`src/rtl/div_pkg.sv`:
```
// Shared types and sizing helpers for the sequential restoring divider.
// Optional sign-magnitude support is enabled with SEQ_DIVIDER_SIGN_MAG_EN.
package div_pkg;

    typedef enum logic [1:0] {
        IDLE = 2'd0,
        RUN  = 2'd1,
        DONE = 2'd2
    } state_t;

    localparam int DIV_M_DEFAULT = 64;
    localparam int DIV_LATENCY   = DIV_M_DEFAULT;

    // The iteration counter must hold m-1.
    function automatic int cnt_width(input int w);
        return (w > 2) ? $clog2(w) : 1;
    endfunction

endpackage

```
`src/rtl/div_step.sv`:
```
// One restoring-division iteration: shift in the next dividend bit, try to
// subtract the divisor, keep the difference only when it did not go negative.
module div_step #(
    parameter int m = 64
) (
    input  logic [m-1:0] p_in,
    input  logic         n_bit,
    input  logic [m-1:0] d,
    output logic [m:0]   p_out,
    output logic         q_bit
);

    logic [m:0]   shifted;
    logic [m+1:0] diff;

    // One spare bit above the m+1-bit step difference carries the borrow.
    always_comb begin
        shifted = {p_in, n_bit};
        diff    = {1'b0, shifted} - {2'b00, d};
        q_bit   = ~diff[m+1];
        p_out   = q_bit ? diff[m:0] : shifted;
    end

endmodule

```
`src/rtl/seq_divider.sv`:
```
// Iterative radix-2 restoring divider with valid/ready handshakes on both sides.
// Define SEQ_DIVIDER_SIGN_MAG_EN to add sign-magnitude operand handling.
module seq_divider
    import div_pkg::*;
#(
    parameter int m = DIV_M_DEFAULT
) (
    input  logic         clk,
    input  logic         rst,
    input  logic         in_valid,
    output logic         in_ready,
    input  logic [m-1:0] dividend,
    input  logic [m-1:0] divisor,
    input  logic         sgn_n,
    input  logic         sgn_d,
    output logic         out_valid,
    input  logic         out_ready,
    output logic [m-1:0] quotient,
    output logic [m-1:0] remainder,
    output logic         sgn_q,
    output logic         sgn_r,
    output logic         div_by_zero,
    output logic [1:0]   dbg_state
);

    localparam int CW = cnt_width(m);

    // Handshake: a transfer happens on a rising edge where valid and ready
    // are both high; in_ready is high only in IDLE, out_valid only in DONE,
    // and DONE holds its outputs until out_ready is seen.
    state_t          state_q, state_d;
    logic [m-1:0]    n_q, n_d;
    logic [m-1:0]    d_q, d_d;
    logic [m:0]      p_q, p_d;
    logic [CW-1:0]   cnt_q, cnt_d;
    logic            dbz_q, dbz_d;
    logic [m:0]      step_p;
    logic            step_q;
    logic            unused_p_msb;

    div_step #(.m(m)) u_step (
        .p_in  (p_q[m-1:0]),
        .n_bit (n_q[m-1]),
        .d     (d_q),
        .p_out (step_p),
        .q_bit (step_q)
    );

    always_comb begin
        state_d = state_q;
        n_d     = n_q;
        d_d     = d_q;
        p_d     = p_q;
        cnt_d   = cnt_q;
        dbz_d   = dbz_q;
        case (state_q)
            IDLE: begin
                if (in_valid) begin
                    d_d = divisor;
                    if (divisor == '0) begin
                        n_d     = '1;
                        p_d     = {1'b0, dividend};
                        dbz_d   = 1'b1;
                        state_d = DONE;
                    end else begin
                        n_d     = dividend;
                        p_d     = '0;
                        cnt_d   = CW'(m - 1);
                        dbz_d   = 1'b0;
                        state_d = RUN;
                    end
                end
            end
            RUN: begin
                // Quotient bits enter at the LSB as dividend bits leave the MSB.
                n_d   = {n_q[m-2:0], step_q};
                p_d   = step_p;
                cnt_d = cnt_q - 1'b1;
                if (cnt_q == '0) begin
                    state_d = DONE;
                end
            end
            DONE: begin
                if (out_ready) begin
                    state_d = IDLE;
                end
            end
            default: state_d = IDLE;
        endcase
    end

    always_ff @(posedge clk) begin
        if (rst) begin
            state_q <= IDLE;
            n_q     <= '0;
            d_q     <= '0;
            p_q     <= '0;
            cnt_q   <= '0;
            dbz_q   <= 1'b0;
        end else begin
            state_q <= state_d;
            n_q     <= n_d;
            d_q     <= d_d;
            p_q     <= p_d;
            cnt_q   <= cnt_d;
            dbz_q   <= dbz_d;
        end
    end

    assign in_ready     = (state_q == IDLE);
    assign out_valid    = (state_q == DONE);
    assign quotient     = out_valid ? n_q : '0;
    assign remainder    = out_valid ? p_q[m-1:0] : '0;
    assign div_by_zero  = out_valid & dbz_q;
    assign dbg_state    = state_q;
    // The partial remainder stays below the divisor, so its top bit is always 0.
    assign unused_p_msb = p_q[m];

`ifdef SEQ_DIVIDER_SIGN_MAG_EN
    logic sgn_n_q, sgn_n_d;
    logic sgn_d_q, sgn_d_d;

    always_comb begin
        sgn_n_d = sgn_n_q;
        sgn_d_d = sgn_d_q;
        if (state_q == IDLE && in_valid) begin
            sgn_n_d = sgn_n;
            sgn_d_d = sgn_d;
        end
    end

    always_ff @(posedge clk) begin
        if (rst) begin
            sgn_n_q <= 1'b0;
            sgn_d_q <= 1'b0;
        end else begin
            sgn_n_q <= sgn_n_d;
            sgn_d_q <= sgn_d_d;
        end
    end

    // A zero magnitude never carries a negative sign.
    assign sgn_q = out_valid & (quotient != '0) & (dbz_q ? sgn_n_q : (sgn_n_q ^ sgn_d_q));
    assign sgn_r = out_valid & (remainder != '0) & sgn_n_q;
`else
    logic unused_sgn;
    assign unused_sgn = sgn_n ^ sgn_d;
    assign sgn_q      = 1'b0;
    assign sgn_r      = 1'b0;
`endif

endmodule

```
`config.mk`:
```
export PLATFORM = sky130hd
export DESIGN_NAME = seq_divider
export DESIGN_NICKNAME = d
export VERILOG_FILES = /design/src/rtl/div_pkg.sv /design/src/rtl/div_step.sv /design/src/rtl/seq_divider.sv
export SDC_FILE = /design/constraint.sdc
export NUM_CORES = 1
export LEC_CHECK = 0
export ABC_AREA = 0
export BUFFER_PORTS_ARGS = -buffer_cell sky130_fd_sc_hd__buf_2
export CORE_MARGIN = 4
export CORE_UTILIZATION = 45
export DETAILED_ROUTE_END_ITERATION = 7
export PLACE_DENSITY = 0.79
export SLEW_MARGIN = 10
export SYNTH_ARGS = -nofsm -noshare
export SYNTH_HDL_FRONTEND = slang
export SYNTH_SLANG_ARGS = --single-unit
```
`constraint.sdc`:
```
create_clock -name clk -period 3.3 [get_ports clk]
set_input_delay 0.66 -clock clk [delete_from_list [all_inputs] [get_ports clk]]
set_output_delay 0.66 -clock clk [all_outputs]
set_load 0.05 [all_outputs]
```
==> Yosys cells after proc, flatten, opt, wreduce, memory -nomap -nowiden <==
Cells that the tools add are included.
{ "classes": {"n_addsub": 2, "eq_ne": 6, "mux": 18, "n_bitwise": 2, "n_reduce_logical": 8} }
{ "ops": {"columns": ["op", "count"], "rows": [
  ["two-way mux 64 bit", 7],
  ["case mux 64 bit (2 select lines)", 2],
  ["subtractor 65 x 64 -> 66 bit", 1],
  ["logical NOT 64 bit", 1],
  ["two-way mux 6 bit", 2],
  ["case mux 6 bit (2 select lines)", 1],
  ["two-way mux 2 bit", 4],
  ["logical NOT 6 bit", 1],
  ["inequality test 2 bit, second input constant", 3],
  ["case mux 2 bit (3 select lines)", 1],
  ["AND reduction 3 bit", 2],
  ["subtractor 6 x 1 -> 6 bit, second input constant", 1],
  ["AND reduction 2 bit", 2],
  ["equality test 2 x 1 -> 1 bit, second input constant", 1],
  ["equality test 2 bit, second input constant", 1],
  ["logical NOT 2 bit", 1],
  ["inequality test 2 x 1 -> 1 bit, second input constant", 1],
  ["nonzero test 2 bit", 1],
  ["AND 1 bit", 1],
  ["two-way mux 1 bit", 1],
  ["inverter 1 bit", 1]
]} }
{ "word_totals": {"regBits": 201, "inputBits": 134, "out_inout_bits": 135} }

==> Longest topological paths before layout <==
{ "logic_depth": {"ltp_word": 4, "ltp_mapped": 16, "depth_no_buf": 14} }

==> Hierarchy <==
Synthesis repeated with hierarchy kept, for this count alone.
{ "unflattened": {"hier_cells": 1874, "area_unflattened_um2": 13882.1} }
{ "by_module_without_submodules": {"columns": ["module", "instances", "cells_each", "area_per_inst_um2", "seq_area_each_um2"], "rows": [
  ["seq_divider", 1, 1091, 8958.6, 4023.9],
  ["div_step", 1, 783, 4923.5, 0.0]
]} }

==> Worst setup path before layout <==
OpenSTA, ideal clock, no wires.
{ "synth_path": {"kind": "flip-flop to flip-flop", "from": "register d_q[29]", "to": "register p_q[49]", "setup_ps": 132, "arrival_time_ps": 2822, "required_time_ps": 3168, "slack_ps": 346, "path_stages_with_launch": 15, "n_path_buf": 2, "period_less_slack_ps": 2954, "cell_sequence": "dfxtp_1 -> inv_1 -> ha_1 -> nand4_2 -> or3_1 -> a2bb2oi_1 -> a31oi_2 -> o21ai_1 -> nand2_2 -> a31o_4 -> buf_6 -> buf_12 -> mux2_1 -> a221oi_2 -> nor3_1"} }
{ "synth_via": {"elab_chain_cells": 3} }
{ "synth_lines": {"columns": ["item", "line_no", "rtl"], "rows": [
  ["start, declared", "seq_divider.sv:33", "logic [m-1:0] d_q, d_d;"],
  ["start signal, assigned", "seq_divider.sv:96", "d_q <= '0;"],
  ["start signal, assigned", "seq_divider.sv:103", "d_q <= d_d;"],
  ["subtractor 65 x 64 -> 66 bit", "div_step.sv:19", "diff = {1'b0, shifted} - {2'b00, d};"],
  ["two-way mux 64 bit", "div_step.sv:21", "p_out = q_bit ? diff[m:0] : shifted;"],
  ["case mux 64 bit (2 select lines)", "seq_divider.sv:56", "case (state_q)"],
  ["end signal, assigned", "seq_divider.sv:104", "p_q <= p_d;"],
  ["end, declared", "seq_divider.sv:34", "logic [m:0] p_q, p_d;"]
]} }
No other way between the ends.
A chain may end at the register's enable or synchronous reset.

==> Final worst setup path <==
{ "layout_path": {"from": "register d_q[1]", "to": "register p_q[35]"} }
Same word-level chain as after synthesis.

==> flow_metrics.py <==
metrics = {
    "cts": {
        "cts_root_buffer": "clkbuf_16",
        "cts_buffers": 23,
        "cts_max_level": 1,
        "clock_latency_ns": 0.53,
        "cts_max_path_buffers": 3,
        "cts_tree": "built",
        "clock_sinks": 201,
        "clk_pin_slew_ns": 0.07,
    },
    "finish": {
        "stdcell_area_mm2": 0.0178,
        "layout-drive-gt1-share_pct": 28.5,
        "fill_cells": 2690,
        "num-nets-final": 2363,
        "layout.core_utilization_pct": 59.4,
        "syn_to_final_growth_pct": 29.2,
    },
    "placed_design": {
        "place_hpwl_um": 38900,
        "gp_congestion": 0.962,
        "place_area_mm2": 0.0162,
        "io_buffers": 264,
        "pre_cts_ws_ns": -0.0552,
    },
    "global_route": {
        "grt_max_degree": 132,
        "antenna_found_initial": 2,
        "grt_usage_pct": 29.9,
        "grt_pass1_vias": 15000,
        "grt_overflow": 0,
        "grt_first_pass_wirelength_um": 81400,
    },
    "worst_setup_path": {
        "worstReg2RegEnd": "p_q[35]",
        "critPathRequiredTime_ns": 3.68,
        "worstPathMaxFanout": 5,
        "startpoint": "d_q[1]",
        "path_class": "reg -> reg",
        "reg2reg_depth": 14,
        "worstPathArrival_ns": 3.61,
        "crit_path_end_kind": "flip-flop",
        "endpoint": "p_q[35]",
        "rrSetupSlack_ns": 0.07,
        "cp-start-kind": "flip-flop",
        "reg2reg_from": "d_q[1]",
    },
    "yosys": {
        "synth.avg_cell_area_um2": 7.44,
        "ys_types": 82,
        "synthArstFlopShare_pct": 0,
        "synth_top_area_share_pct": 29.3,
        "yosys.area.top_type": "dfxtp_1",
        "yosysSeqAreaShare_pct": 29.3,
        "yosysWarnings": 0,
        "ys_ff_latch": 201,
        "synth_ff_type": "dfxtp_1",
        "synth_area_mm2": 0.0137,
        "postSynthCellCount": 1846,
        "yosys-top-cells-area": "dfxtp_1 29%, a21oi_1 8.1%, nand2_1 7.1%",
        "synth_edf_count": 0,
    },
    "route": {
        "drt_iter0_markers": 1096,
        "drt_wl_total_um": 52800,
        "antenna_left": 0,
        "route.detailed.drc": 0,
        "vias_per_cell": 5.94,
        "dr_total_vias": 15200,
        "wl_per_cell_um": 20.6,
        "dr.pass1.iters": 5,
    },
    "pwr": {
        "irDropWorstVdd_v": 0.000648,
        "total_power_uw": 17900,
        "leakagePower_uw": 0.00787,
        "powerDensity_mw_per_mm2": 1010,
    },
    "timing": {
        "maxSlewViolCount": 0,
        "setup_viol": 0,
        "slew_headroom_pct": 44.9,
        "fin_skew_ns": 0.0176,
        "max_slew.worst_pin.slew_ns": 0.826,
        "fmax_mhz": 309,
        "final_hold_viol_count": 0,
        "rsz0062_at_grt": "true",
        "period_needed_ns": 3.23,
        "setup_ws_ns": 0.0684,
        "period_share_pct": 97.9,
    },
    "floorplanning": {
        "core.rowCount": 63,
        "die_y_um": 183,
        "dieArea_mm2": 0.0334,
        "initial_core_util_pct": 46.0,
        "core-area_mm2": 0.0299,
        "die_w_um": 183,
        "io_pins": 269,
    },
    "run": {
        "maxCapViolations": 0,
    },
    "worst_hold_path": {
        "worst_hold_path_type": "in -> reg",
    },
    "run_status": {
        "status": "completed",
    },
}
how the worst min path moves through the flow:
stage | end | startpoint | slack [ns] | cells past startpoint
2_1_floorplan | dbz_q | dbz_q | 0.43 | 2
3_3_place_gp | d_q[32] | d_q[32] | 0.44 | 2
3_5_place_dp | d_q[58] | d_q[58] | 0.45 | 2
4_1_cts | d_q[5] | divisor[5] | 0.37 | 3
5_1_grt | d_q[1] | divisor[1] | 0.39 | 3
6_report | d_q[35] | divisor[35] | 0.38 | 3
registers in the layout, summed over array words and instances (netlist names):
name       flops
dbz_q          1
n_q           64
p_q           64
cnt_q          6
dbg_state      2
d_q           64
through the flow:
step	TNS, ns	instances	hold slack [ns]
after global routing	-0.452	2565	0.386
after floorplan	0	1847	0.432
final	0	2566	0.385
after detailed placement	-0.713	2503	0.448
after global placement	-0.0198	2503	0.445
after CTS	0	2548	0.370
cell families after synthesis:
group                      count (synthesis)  share of synthesized area (%)
adders and majority gates                 67                           6.16
muxes                                     40                           3.24
and+or+nand+nor                          711                           25.0
xor gates and xnor gates                  58                           3.70
other                                      1                         0.0273
DFF                                      201                           29.3
AOI/OAI and AO/OA                        544                           26.0
buffers and inverters                    224                           6.58
routing by layer:
| metal | vias up | global-route usage, % | wire length [µm] |
|---|---|---|---|
| met1 | 7189 | 36.5 | 20700 |
| met3 | 174 | 3.97 | 3560 |
| met4 | 4 | 14.7 | 3090 |
| met5 | - | 0 | 28 |
| met2 | 673 | 51.7 | 25400 |
| li1 | 7209 | - | - |
power by group:
group          total (µW)  switching, µW  internal (µW)
combinational       11900           6490           5450
clock                2600           1080           1520
sequential           3410            470           2940
cells in the final DEF, fill, tap and decap left out, drive strengths merged, types with 15 or more instances in the layout:
cell type,Yosys,final
xor2,19,19
a31oi,16,16
dfxtp,201,201
buf,25,433
inv,78,80
nor4,24,24
xnor2,39,39
o21ai,59,59
a21o,25,25
o21a,15,15
clkbuf,121,31
o221ai,46,46
a221oi,40,40
nor3,55,55
ha,66,66
nand2,260,260
nor2,138,138
a211oi,35,35
nand3,18,18
o22ai,19,19
and2,136,136
mux2,33,33
nand4,25,25
a21oi,222,222
Yosys cell counts, drive strengths merged (7+ instances only):
master	instances
nand2	260
a21oi	222
dfxtp	201
nor2	138
and2	136
clkbuf	121
inv	78
ha	66
o21ai	59
nor3	55
o221ai	46
a221oi	40
xnor2	39
a211oi	35
mux2	33
a21o	25
buf	25
nand4	25
nor4	24
o22ai	19
xor2	19
nand3	18
a31oi	16
o21a	15
o21bai	12
or3	11
and3	8
nor4b	8
o211ai	8
a21boi	7
mux2i	7
nand2b	7
cell type report:
| type | instances | area, µm² | area share [%] |
|---|---|---|---|
| Antenna cell | 1 | 2.50 | 0.0141 |
| Clock buffer | 28 | 634 | 3.57 |
| Multi-Input combinational cell | 1422 | 9360 | 52.7 |
| Timing Repair Buffer | 436 | 2820 | 15.9 |
| Sequential cell | 201 | 4030 | 22.7 |
| Clock inverter | 10 | 120 | 0.676 |
| Inverter | 78 | 293 | 1.65 |
| Tap cell | 390 | 488 | 2.75 |
repair_timing:
action	4_1_cts	5_1_grt
buffers inserted	6	15
gates cloned	1	2
endpoints found under the hold margin	0	0
hold buffers	0	0
endpoints found under the setup margin	33	63
pin swaps	9	36
gates resized for setup	14	95
worst max-delay path, cell delays in order (launching register included):
cell and delay [ns]:
dfxtp_2 0.32, inv_1 0.07, ha_1 0.29, nor2b_1 0.15, o31a_1 0.34, o21ai_0 0.33, buf_4 0.19, a211oi_2 0.09
or2_2 0.32, a21oi_1 0.19, buf_4 0.16, o31ai_2 0.08, xnor2_1 0.29, o21ai_1 0.12, nor4b_1 0.15
No activity file was read; power rests on OpenSTA's default activity.
